`src/rtl/mini_src_mem_pkg.sv`:
```
// Shared types and constants for the main-memory port arbiter.
// Grant encoding, FSM state encoding and default bus widths live here so the
// interface, the arbiter and its sub-module agree on them.
package mini_src_mem_pkg;

    // Legacy-compatible state codes; the enum below reuses them.
    localparam logic [1:0] ST_IDLE   = 2'd0;
    localparam logic [1:0] ST_ACCESS = 2'd1;
    localparam logic [1:0] ST_ACK    = 2'd2;

    typedef enum logic [1:0] {
        IDLE   = ST_IDLE,
        ACCESS = ST_ACCESS,
        ACK    = ST_ACK
    } arb_state_t;

    // Grant owner encoding.
    localparam logic OWNER_CPU = 1'b0;
    localparam logic OWNER_DBG = 1'b1;

    // Default bus widths: 512-word memory of 32-bit words.
    localparam int DEF_ADDR_W = 9;
    localparam int DEF_DATA_W = 32;

endpackage

```
`src/rtl/mem_port_arbiter_if.sv`:
```
// Bundle of the two requester handshakes, the memory port and the status
// outputs of the main-memory arbiter.
// slave  : the arbiter's view (takes requests, drives acks and the memory port)
// master : the environment's view (requesters plus the memory itself)
interface mem_port_arbiter_if
    import mini_src_mem_pkg::*;
#(
    parameter int ADDR_W = DEF_ADDR_W,
    parameter int DATA_W = DEF_DATA_W
) ();

    // CPU control unit requester
    logic              cpu_req;
    logic              cpu_we;
    logic [ADDR_W-1:0] cpu_addr;
    logic [DATA_W-1:0] cpu_wdata;
    logic              cpu_ack;
    logic [DATA_W-1:0] cpu_rdata;

    // Debug / program-loader requester
    logic              dbg_req;
    logic              dbg_we;
    logic [ADDR_W-1:0] dbg_addr;
    logic [DATA_W-1:0] dbg_wdata;
    logic              dbg_ack;
    logic [DATA_W-1:0] dbg_rdata;

    // Single-ported main memory
    logic              mem_en;
    logic              mem_we;
    logic [ADDR_W-1:0] mem_addr;
    logic [DATA_W-1:0] mem_wdata;
    logic [DATA_W-1:0] mem_rdata;

    // Status
    logic              busy;
    logic              owner;

    modport slave (
        input  cpu_req, cpu_we, cpu_addr, cpu_wdata,
        output cpu_ack, cpu_rdata,
        input  dbg_req, dbg_we, dbg_addr, dbg_wdata,
        output dbg_ack, dbg_rdata,
        output mem_en, mem_we, mem_addr, mem_wdata,
        input  mem_rdata,
        output busy, owner
    );

    modport master (
        output cpu_req, cpu_we, cpu_addr, cpu_wdata,
        input  cpu_ack, cpu_rdata,
        output dbg_req, dbg_we, dbg_addr, dbg_wdata,
        input  dbg_ack, dbg_rdata,
        input  mem_en, mem_we, mem_addr, mem_wdata,
        output mem_rdata,
        input  busy, owner
    );

endinterface

```
`src/rtl/mem_wait_timer.sv`:
```
// Loadable 4-bit down-counter with a zero flag. Times the ACCESS phase:
// loaded with the wait-state count on a grant, counted down once per ACCESS
// cycle; the access ends in the cycle where the flag is set.
module mem_wait_timer
    import mini_src_mem_pkg::*;
(
    input  logic       clock,
    input  logic       reset,
    input  logic       load,
    input  logic [3:0] load_val,
    input  logic       dec,
    output logic       zero
);

    logic [3:0] wait_cnt_reg;

    // Load has priority over decrement; the counter parks at zero.
    always_ff @(posedge clock or posedge reset) begin
        if (reset) begin
            wait_cnt_reg <= 4'd0;
        end else if (load) begin
            wait_cnt_reg <= load_val;
        end else if (dec && (wait_cnt_reg != 4'd0)) begin
            wait_cnt_reg <= wait_cnt_reg - 4'd1;
        end
    end

    assign zero = (wait_cnt_reg == 4'd0);

endmodule

```
`src/rtl/mem_port_arbiter.sv`:
```
// Shares the single-ported main memory between the CPU control unit
// (requester 0) and the debug/program-loader port (requester 1).
// Each access runs IDLE -> ACCESS (WAIT_CYCLES+1 cycles) -> ACK -> IDLE.
// Contention is resolved by fixed CPU priority with a starvation bound: after
// STARVE_LIMIT consecutive CPU grants made while dbg_req was pending, the
// debug port is forced through.
// Build option: define MEM_ARB_ROUND_ROBIN_EN to replace the starvation bound
// with round-robin between the two requesters on simultaneous requests.
module mem_port_arbiter
    import mini_src_mem_pkg::*;
#(
    parameter int ADDR_W       = DEF_ADDR_W,
    parameter int DATA_W       = DEF_DATA_W,
    parameter int WAIT_CYCLES  = 2,
    parameter int STARVE_LIMIT = 4
) (
    input  logic               clock,
    input  logic               reset,
    mem_port_arbiter_if.slave  bus
);

    arb_state_t        state_reg;
    arb_state_t        state_next;

    logic              grant;
    logic              grant_owner;
    logic              grant_we;
    logic [ADDR_W-1:0] grant_addr;
    logic [DATA_W-1:0] grant_wdata;
    logic              pick_dbg;
    logic              wait_zero;

    logic              owner_reg;
    logic              we_reg;
    logic              busy_reg;
    logic              mem_en_reg;
    logic              mem_we_reg;
    logic [ADDR_W-1:0] mem_addr_reg;
    logic [DATA_W-1:0] mem_wdata_reg;

    // Per-requester outputs, index 0 = CPU, 1 = DBG.
    logic [1:0]        ack_reg;
    logic [DATA_W-1:0] rdata_reg [2];

`ifdef MEM_ARB_ROUND_ROBIN_EN
    // On contention, hand the port to whoever did not have it last.
    assign pick_dbg = (owner_reg == OWNER_CPU);
`else
    logic [3:0] starve_cnt_reg;

    // On contention the CPU wins until the debug port has waited long enough.
    assign pick_dbg = (starve_cnt_reg == 4'(STARVE_LIMIT));

    // Count CPU grants that overtook a pending debug request.
    always_ff @(posedge clock or posedge reset) begin
        if (reset) begin
            starve_cnt_reg <= 4'd0;
        end else if (state_reg == IDLE) begin
            if (!bus.dbg_req) begin
                starve_cnt_reg <= 4'd0;
            end else if (grant && (grant_owner == OWNER_DBG)) begin
                starve_cnt_reg <= 4'd0;
            end else if (grant && (starve_cnt_reg < 4'(STARVE_LIMIT))) begin
                starve_cnt_reg <= starve_cnt_reg + 4'd1;
            end
        end
    end
`endif

    // Next-state logic and grant selection (grants are only made in IDLE).
    always_comb begin
        state_next  = state_reg;
        grant       = 1'b0;
        grant_owner = OWNER_CPU;
        case (state_reg)
            IDLE: begin
                if (bus.cpu_req || bus.dbg_req) begin
                    grant      = 1'b1;
                    state_next = ACCESS;
                    if (bus.cpu_req && bus.dbg_req) begin
                        grant_owner = pick_dbg ? OWNER_DBG : OWNER_CPU;
                    end else begin
                        grant_owner = bus.dbg_req ? OWNER_DBG : OWNER_CPU;
                    end
                end
            end
            ACCESS: begin
                if (wait_zero) begin
                    state_next = ACK;
                end
            end
            ACK: begin
                state_next = IDLE;
            end
            default: begin
                state_next = IDLE;
            end
        endcase
    end

    // Request fields of whichever requester is being granted.
    always_comb begin
        grant_we    = (grant_owner == OWNER_DBG) ? bus.dbg_we    : bus.cpu_we;
        grant_addr  = (grant_owner == OWNER_DBG) ? bus.dbg_addr  : bus.cpu_addr;
        grant_wdata = (grant_owner == OWNER_DBG) ? bus.dbg_wdata : bus.cpu_wdata;
    end

    // Times the WAIT_CYCLES+1 cycles of ACCESS.
    mem_wait_timer u_wait_timer (
        .clock    (clock),
        .reset    (reset),
        .load     (grant),
        .load_val (4'(WAIT_CYCLES)),
        .dec      (state_reg == ACCESS),
        .zero     (wait_zero)
    );

    // State register plus registered status and memory-enable outputs.
    always_ff @(posedge clock or posedge reset) begin
        if (reset) begin
            state_reg  <= IDLE;
            busy_reg   <= 1'b0;
            mem_en_reg <= 1'b0;
        end else begin
            state_reg  <= state_next;
            busy_reg   <= (state_next != IDLE);
            mem_en_reg <= (state_next == ACCESS);
        end
    end

    // Latch the granted request; later requester input changes are ignored.
    always_ff @(posedge clock or posedge reset) begin
        if (reset) begin
            owner_reg     <= OWNER_CPU;
            we_reg        <= 1'b0;
            mem_we_reg    <= 1'b0;
            mem_addr_reg  <= '0;
            mem_wdata_reg <= '0;
        end else if (grant) begin
            owner_reg     <= grant_owner;
            we_reg        <= grant_we;
            mem_we_reg    <= grant_we;
            mem_addr_reg  <= grant_addr;
            mem_wdata_reg <= grant_wdata;
        end else if (state_next != ACCESS) begin
            mem_we_reg    <= 1'b0;
        end
    end

    // Per-requester ack pulse and read-data capture, only for the owner.
    genvar gi;
    generate
        for (gi = 0; gi < 2; gi++) begin : g_port
            // Ack is raised for the single ACK cycle of this requester's access.
            always_ff @(posedge clock or posedge reset) begin
                if (reset) begin
                    ack_reg[gi] <= 1'b0;
                end else begin
                    ack_reg[gi] <= (state_next == ACK) && (owner_reg == 1'(gi));
                end
            end

            // Read data is captured in the last ACCESS cycle and held until
            // this requester's next read completes.
            always_ff @(posedge clock or posedge reset) begin
                if (reset) begin
                    rdata_reg[gi] <= '0;
                end else if ((state_reg == ACCESS) && wait_zero && !we_reg
                             && (owner_reg == 1'(gi))) begin
                    rdata_reg[gi] <= bus.mem_rdata;
                end
            end
        end
    endgenerate

    assign bus.cpu_ack   = ack_reg[0];
    assign bus.dbg_ack   = ack_reg[1];
    assign bus.cpu_rdata = rdata_reg[0];
    assign bus.dbg_rdata = rdata_reg[1];
    assign bus.mem_en    = mem_en_reg;
    assign bus.mem_we    = mem_we_reg;
    assign bus.mem_addr  = mem_addr_reg;
    assign bus.mem_wdata = mem_wdata_reg;
    assign bus.busy      = busy_reg;
    assign bus.owner     = owner_reg;

endmodule

```
`src/flat_wrapper.sv`:
```
// flat-port wrapper written by rule: the top's interface ports become plain ports
module mem_port_arbiter_flat import mini_src_mem_pkg::*;
#(
    parameter int ADDR_W       = DEF_ADDR_W,
    parameter int DATA_W       = DEF_DATA_W,
    parameter int WAIT_CYCLES  = 2,
    parameter int STARVE_LIMIT = 4
)
  (clock, reset, bus_cpu_req, bus_cpu_we, bus_cpu_addr, bus_cpu_wdata, bus_cpu_ack, bus_cpu_rdata, bus_dbg_req, bus_dbg_we, bus_dbg_addr, bus_dbg_wdata, bus_dbg_ack, bus_dbg_rdata, bus_mem_en, bus_mem_we, bus_mem_addr, bus_mem_wdata, bus_mem_rdata, bus_busy, bus_owner);
  mem_port_arbiter_if #(.ADDR_W(ADDR_W), .DATA_W(DATA_W)) bus_i ();
  input  logic clock;
  input  logic reset;
  input wire logic [$bits(bus_i.cpu_req)-1:0] bus_cpu_req;
  input wire logic [$bits(bus_i.cpu_we)-1:0] bus_cpu_we;
  input wire logic [$bits(bus_i.cpu_addr)-1:0] bus_cpu_addr;
  input wire logic [$bits(bus_i.cpu_wdata)-1:0] bus_cpu_wdata;
  output wire logic [$bits(bus_i.cpu_ack)-1:0] bus_cpu_ack;
  output wire logic [$bits(bus_i.cpu_rdata)-1:0] bus_cpu_rdata;
  input wire logic [$bits(bus_i.dbg_req)-1:0] bus_dbg_req;
  input wire logic [$bits(bus_i.dbg_we)-1:0] bus_dbg_we;
  input wire logic [$bits(bus_i.dbg_addr)-1:0] bus_dbg_addr;
  input wire logic [$bits(bus_i.dbg_wdata)-1:0] bus_dbg_wdata;
  output wire logic [$bits(bus_i.dbg_ack)-1:0] bus_dbg_ack;
  output wire logic [$bits(bus_i.dbg_rdata)-1:0] bus_dbg_rdata;
  output wire logic [$bits(bus_i.mem_en)-1:0] bus_mem_en;
  output wire logic [$bits(bus_i.mem_we)-1:0] bus_mem_we;
  output wire logic [$bits(bus_i.mem_addr)-1:0] bus_mem_addr;
  output wire logic [$bits(bus_i.mem_wdata)-1:0] bus_mem_wdata;
  input wire logic [$bits(bus_i.mem_rdata)-1:0] bus_mem_rdata;
  output wire logic [$bits(bus_i.busy)-1:0] bus_busy;
  output wire logic [$bits(bus_i.owner)-1:0] bus_owner;
  assign bus_i.cpu_req = bus_cpu_req;
  assign bus_i.cpu_we = bus_cpu_we;
  assign bus_i.cpu_addr = bus_cpu_addr;
  assign bus_i.cpu_wdata = bus_cpu_wdata;
  assign bus_cpu_ack = bus_i.cpu_ack;
  assign bus_cpu_rdata = bus_i.cpu_rdata;
  assign bus_i.dbg_req = bus_dbg_req;
  assign bus_i.dbg_we = bus_dbg_we;
  assign bus_i.dbg_addr = bus_dbg_addr;
  assign bus_i.dbg_wdata = bus_dbg_wdata;
  assign bus_dbg_ack = bus_i.dbg_ack;
  assign bus_dbg_rdata = bus_i.dbg_rdata;
  assign bus_mem_en = bus_i.mem_en;
  assign bus_mem_we = bus_i.mem_we;
  assign bus_mem_addr = bus_i.mem_addr;
  assign bus_mem_wdata = bus_i.mem_wdata;
  assign bus_i.mem_rdata = bus_mem_rdata;
  assign bus_busy = bus_i.busy;
  assign bus_owner = bus_i.owner;
  mem_port_arbiter #(.ADDR_W(ADDR_W), .DATA_W(DATA_W), .WAIT_CYCLES(WAIT_CYCLES), .STARVE_LIMIT(STARVE_LIMIT)) u_core (.clock(clock), .reset(reset), .bus(bus_i));
endmodule
```
`config.mk`:
```
export PLATFORM = sky130hd
export DESIGN_NAME = mem_port_arbiter_flat
export DESIGN_NICKNAME = d
export VERILOG_FILES = /design/src/rtl/mini_src_mem_pkg.sv /design/src/rtl/mem_port_arbiter_if.sv /design/src/rtl/mem_wait_timer.sv /design/src/rtl/mem_port_arbiter.sv /design/src/flat_wrapper.sv
export SDC_FILE = /design/constraint.sdc
export NUM_CORES = 1
export LEC_CHECK = 0
export ABC_AREA = 0
export CORE_UTILIZATION = 44
export CTS_BUF_LIST = sky130_fd_sc_hd__clkbuf_8 sky130_fd_sc_hd__clkbuf_16
export CTS_CLUSTER_SIZE = 30
export DETAILED_ROUTE_END_ITERATION = 8
export PLACE_DENSITY = 0.82
export SLEW_MARGIN = 20
export SYNTH_ARGS = -nofsm -noshare
export SYNTH_HDL_FRONTEND = slang
export SYNTH_SLANG_ARGS = --single-unit
```
`constraint.sdc`:
```
create_clock -name clock -period 9 [get_ports clock]
set_input_delay 2.25 -clock clock [delete_from_list [all_inputs] [get_ports clock]]
set_output_delay 2.25 -clock clock [all_outputs]
set_load 0.01 [all_outputs]
```
# --- Word level (Yosys, flattened, before mapping) ---
# Cells that the tools add are included.
word_totals:
  regBits: 122
  latchBits: 0
  mem_bits_rw: 0
  rom_bits: 0
  inputBits: 120
  memories: 0
op_classes:
  add_sub_neg: 2
  mul: 0
  div: 0
  order_cmp: 1
  eq_ne: 6
  n_shift: 0
  muxes: 20
  n_bitwise: 1
  reduce_logical: 19
op_table:
  columns: ["operator", "count"]
  rows:
  - ["2-to-1 mux 32 bit", 1]
  - ["2-to-1 mux 4 bit", 5]
  - ["logical AND 1 bit", 10]
  - ["2-to-1 mux 1 bit", 10]
  - ["2-to-1 mux 9 bit", 1]
  - ["nonzero test 2 bit", 3]
  - ["adder 4 x 1 -> 4 bit, second input constant", 1]
  - ["== test 2 x 1 -> 1 bit, second input constant", 2]
  - ["== test 4 x 3 -> 1 bit, second input constant", 1]
  - ["zero test 4 bit", 1]
  - ["< comparator 4 x 3 -> 1 bit, second input constant", 1]
  - ["2-to-1 mux 2 bit", 2]
  - ["one-hot mux 2 bit (2 select lines)", 1]
  - ["nonzero test 4 bit", 1]
  - ["subtractor 4 x 1 -> 4 bit, second input constant", 1]
  - ["inequality test 3 x 1 -> 1 bit, second input constant", 1]
  - ["== test 2 bit, second input constant", 1]
  - ["zero test 2 bit", 1]
  - ["inequality test 2 x 1 -> 1 bit, second input constant", 1]
  - ["AND reduction 2 bit", 1]
  - ["zero test 1 bit", 1]
  - ["logical OR 1 bit", 1]
  - ["inverter 1 bit", 1]

# --- Depth between registers and ports, before layout ---
depth:
  ltp_word: 8
  mapped_depth: 8
  depth_no_buf: 6

# --- Hierarchy ---
# Synthesis repeated with hierarchy kept, for this count alone.
hier_totals:
  cells_unflattened: 440
  area_unflattened_um2: 5562.8
by_module_without_submodules:
  columns: ["mod", "instances", "cells_per_inst", "area_each_um2", "seq_area_each_um2"]
  rows:
  - ["mem_port_arbiter", 1, 412, 5301.3, 2952.8]
  - ["mem_wait_timer", 1, 28, 261.5, 100.1]

# --- Least setup slack after synthesis ---
# Ideal clock, no wire load.
synth_timing:
  kind: "input -> register"
  start: "input bus_cpu_req"
  end: "register u_core.mem_we_reg (netlist: u_core.bus.mem_we)"
  setup_time_ps: 146
  t_arrival_ps: 3086
  t_required_ps: 8854
  slack_ps: 5768
  stages: 5
  cell_sequence: "buf_2 -> nand3_1 -> buf_2 -> clkbuf_1 -> o221ai_1"
synth_between:
  elab_chain_cells: 6
  elab_cells_between_ends: 13
synth_rtl:
  columns: ["element", "line", "source"]
  rows:
  - ["start, declared", "flat_wrapper.sv:13", "input wire logic [$bits(bus_i.cpu_req)-1:0] bus_cpu_req;"]
  - ["logical AND 1 bit", "mem_port_arbiter.sv:80", "if (bus.cpu_req && bus.dbg_req) begin"]
  - ["2-to-1 mux 1 bit", "mem_port_arbiter.sv:80", null]
  - ["2-to-1 mux 1 bit", "mem_port_arbiter.sv:77", "if (bus.cpu_req || bus.dbg_req) begin"]
  - ["2-to-1 mux 1 bit", "mem_port_arbiter.sv:75", "case (state_reg)"]
  - ["2-to-1 mux 1 bit", "mem_port_arbiter.sv:103", "grant_we = (grant_owner == OWNER_DBG) ? bus.dbg_we : bus.cpu_we;"]
  - ["2-to-1 mux 1 bit", "mem_port_arbiter.sv:139", "end else if (grant) begin"]
  - ["end signal, assigned", "mem_port_arbiter.sv:142", "mem_we_reg <= grant_we;"]
  - ["end, declared", "mem_port_arbiter.sv:37", "logic mem_we_reg;"]
# Several ways; a longest one is shown, not always the timed one.
# A chain may end at the register's enable or synchronous reset.

# --- Worst setup path after layout ---
layout_timing:
  start: "input bus_dbg_req"
  end: "register u_core.mem_wdata_reg[0] (netlist: u_core.bus.mem_wdata[0])"
layout_between:
  elab_chain_cells: 5
  elab_cells_between_ends: 9
layout_rtl:
  columns: ["element", "line", "source"]
  rows:
  - ["start, declared", "flat_wrapper.sv:19", "input wire logic [$bits(bus_i.dbg_req)-1:0] bus_dbg_req;"]
  - ["2-to-1 mux 1 bit or logical AND 1 bit (tied branches)", "mem_port_arbiter.sv:83, mem_port_arbiter.sv:80", null]
  - ["2-to-1 mux 1 bit", "mem_port_arbiter.sv:80", null]
  - ["2-to-1 mux 1 bit", "mem_port_arbiter.sv:77", null]
  - ["2-to-1 mux 1 bit", "mem_port_arbiter.sv:75", null]
  - ["2-to-1 mux 32 bit", "mem_port_arbiter.sv:105", "grant_wdata = (grant_owner == OWNER_DBG) ? bus.dbg_wdata : bus.cpu_wdata;"]
  - ["end signal, assigned", "mem_port_arbiter.sv:144", "mem_wdata_reg <= grant_wdata;"]
  - ["end, declared", "mem_port_arbiter.sv:39", "logic [DATA_W-1:0] mem_wdata_reg;"]
# Several ways; a longest one is shown, not always the timed one.

==> qor.yml <==
status:
  run_status: "finished clean"
timing:
  finalHoldViolCount: 0
  skew_ps: 9.01
  min_period_ps: 4150
  setup_tns_ps: 0
  rsz0062_at_grt: "false"
  finalSetupViolCount: 0
  fin_crit_sh_pct: 46.2
  slew_violations: 0
  hold_ws_ps: 502
  relSlewSlack_pct: 28.0
  tightest_slew_ps: 1080
  max_freq_ghz: 0.241
synth:
  ys_types: 40
  synthesis.area_um2: 5600
  ys_ff_latch: 122
  synth_top_family_by_area: "compound AO/OA/AOI/OAI gates"
  synth-compound-area-share_pct: 18.3
  synth_fp_nets: 586
  synth_edf_count: 0
  ys_warn_count: 0
  synth_top_flop_cell: "dfrtp_1"
  synth_mux_area_share_pct: 15.4
  synth-xor-area-share_pct: 0.156
  postSynth.asyncResetShare_pct: 100
  syn_inst: 462
  yosys.area_share.simple_pct: 6.36
  yosysSeqAreaShare_pct: 54.5
  avgSynthCellArea_um2: 12.1
  yosys.area_share.adder_pct: 0.893
placement:
  dp_hpwl_mm: 11.4
  place.gp.congestion: 0.831
  place_area_um2: 7970
  io_buffers: 230
route:
  firstDrtPassIters: 4
  detail_route.vias_per_cell: 5.62
  post_drt_wl_per_cell_um: 19.3
  num_vias: 4844
  drt-initial-drc-count: 335
  drcViolationCount: 0
  wirelength_mm: 16.7
  ant_nets: 0
global_routing:
  grt_use_total_pct: 25.6
  antenna_found_initial: 0
  grt_max_degree: 78
  grt_pass1_vias: 4926
  grt_overflow: 0
  grt_pass1_wl_mm: 25.6
power_and_ir_drop:
  power_leakage_uw: 0.00357
  peakVddDrop_v: 0.000156
  powerDensity_nw_per_um2: 355
finish:
  syn_to_final_growth_pct: 53.3
  antennaDiodeCount: 0
  final_util_pct: 70.3
  final_cell_area_um2: 8590
  layout-drive-gt1-share_pct: 15.6
  final_nets: 806
worst_hold_path:
  min_to: "u_core.bus.cpu_rdata[30]"
  hp-class: "reg2reg"
  hold_depth: 1
  hold_start: "u_core.bus.cpu_rdata[30]"
critical_path:
  worst_setup_path_end_kind: "flop"
  ff2ff_setup_slack_ps: 6460
  r2r_end: "u_core.bus.mem_wdata[0]"
  path_class: "in2reg"
  required_ps: 9290
  cp_data_arrival_time_ps: 4440
  cp_num_buf_inv: 1
  cp_max_fo: 43
  crit_chain: "clkdlybuf4s50_1, nand3_2, o2bb2ai_1, nor2_1"
  slowest_delay_ps: 830
  critPathTopFamily: "simple AND/OR/NAND/NOR gates"
  r2r-start: "u_core.state_reg[1]"
  rr_worst_depth: 5
  start_kind: "primary input"
  crit_slowest_cell: "nand3_2"
clock_tree:
  cts_setup_buffers: 0
  cts_buffer_depth: 2
  tritoncts: "built"
  clk_latency_ps: 420
  h-tree-depth: 4
  hold_buffers: 0
  cts.sinks: 122
  cts_root_buf: "clkbuf_16"
  cts_buffers: 17
  clk_pin_slew_ps: 50
  cts_resized: 0
floorplan:
  die_height_um: 115
  start_util_pct: 45.9
  ios: 231
  coreArea_um2: 12200
  die_x_um: 115
  die_area_um2: 13200
  row_count: 40
run:
  drv_cap: 0
==> cell usage in the layout, fill, tap and decap left out, types with 4 or more instances in the layout <==
cell type / n
nor2_1: 40
ha_1: 4
mux2_4: 30
o21ai_0: 8
nand2_1: 9
o22ai_1: 80
clkdlybuf4s50_1: 230
a21oi_1: 7
o22a_1: 5
buf_4: 7
bufinv_16: 4
nand2b_1: 12
clkbuf_16: 17
dfrtp_1: 122
inv_1: 10
o2bb2ai_1: 37
mux2_2: 35
==> cells by family (layout without fill, tap and decap cells) <==
group	count (synthesis)	in the layout
compound gates	147	147
xor+xnor	1	1
fa+ha+maj	4	4
buf+inv	45	277
flops	122	122
mux	67	67
simple gates	76	76
==> where the power goes <==
group          internal (uW)  total, uW  leakage (uW)  switching, uW
Sequential               824        992       0.00142            168
Clock                    466        709      0.000304            243
Combinational            788       1350       0.00184            561
==> routing by layer <==
layer,track usage (%),part of all wire (%),vias up
met4,9.61,2.4,0
li1,-,-,2177
met2,43.2,49,246
met1,28.9,38,2384
met3,10.8,11,37
met5,0,0,-
==> cell usage after synthesis, types with 2 or more instances <==
| master | instances | share of area [%] |
|---|---|---|
| mux2_4 | 30 | 8.0 |
| o22ai_1 | 80 | 8.9 |
| mux2_2 | 35 | 7.0 |
| buf_2 | 17 | 1.5 |
| a21oi_1 | 7 | 0.63 |
| nand2b_1 | 12 | 1.3 |
| mux2i_1 | 2 | 0.36 |
| o22a_1 | 5 | 0.78 |
| buf_1 | 2 | 0.13 |
| nand3b_1 | 2 | 0.27 |
| o2bb2ai_1 | 37 | 5.8 |
| a22oi_1 | 2 | 0.27 |
| o21ai_0 | 8 | 0.71 |
| and2_1 | 2 | 0.22 |
| ha_1 | 4 | 0.89 |
| inv_1 | 9 | 0.60 |
| nand2_1 | 9 | 0.60 |
| nand3_1 | 2 | 0.18 |
| clkbuf_1 | 13 | 0.87 |
| buf_12 | 3 | 1.1 |
| nor2_1 | 41 | 2.7 |
| dfrtp_1 | 122 | 54 |
==> per-stage QoR <==
step / total power, uW / setup WS [ps] / instances
2_1_floorplan: 1630 / 3510 / 462
3_3_place_gp: 2280 / 4530 / 831
3_5_place_dp: 2340 / 4410 / 831
4_1_cts: 3070 / 4850 / 862
5_1_grt: 3210 / 4690 / 862
6_report: 3050 / 4850 / 862
==> layout make-up <==
cell class | instances | area, um2
fillers | 899 | 3620
repair buffers | 237 | 2350
multi-input cells | 295 | 2320
clock inverters | 13 | 179
well taps | 168 | 210
flip-flops and latches | 122 | 3050
clock buffers | 18 | 439
inverters | 9 | 36.3
==> how the worst max path moves through the flow <==
stage	from	end	slack, ps	cells after the start
after floorplan	reset	u_core.bus.busy	3510	1
after global placement	bus_dbg_req	u_core.bus.mem_we	4530	3
after detailed placement	bus_dbg_req	u_core.bus.mem_wdata[0]	4410	4
after CTS	bus_dbg_req	u_core.bus.mem_wdata[0]	4850	4
after global routing	bus_cpu_req	u_core.bus.mem_addr[5]	4690	5
final	bus_dbg_req	u_core.bus.mem_wdata[0]	4850	4
Note: power is estimated with default switching activity, not from simulation.
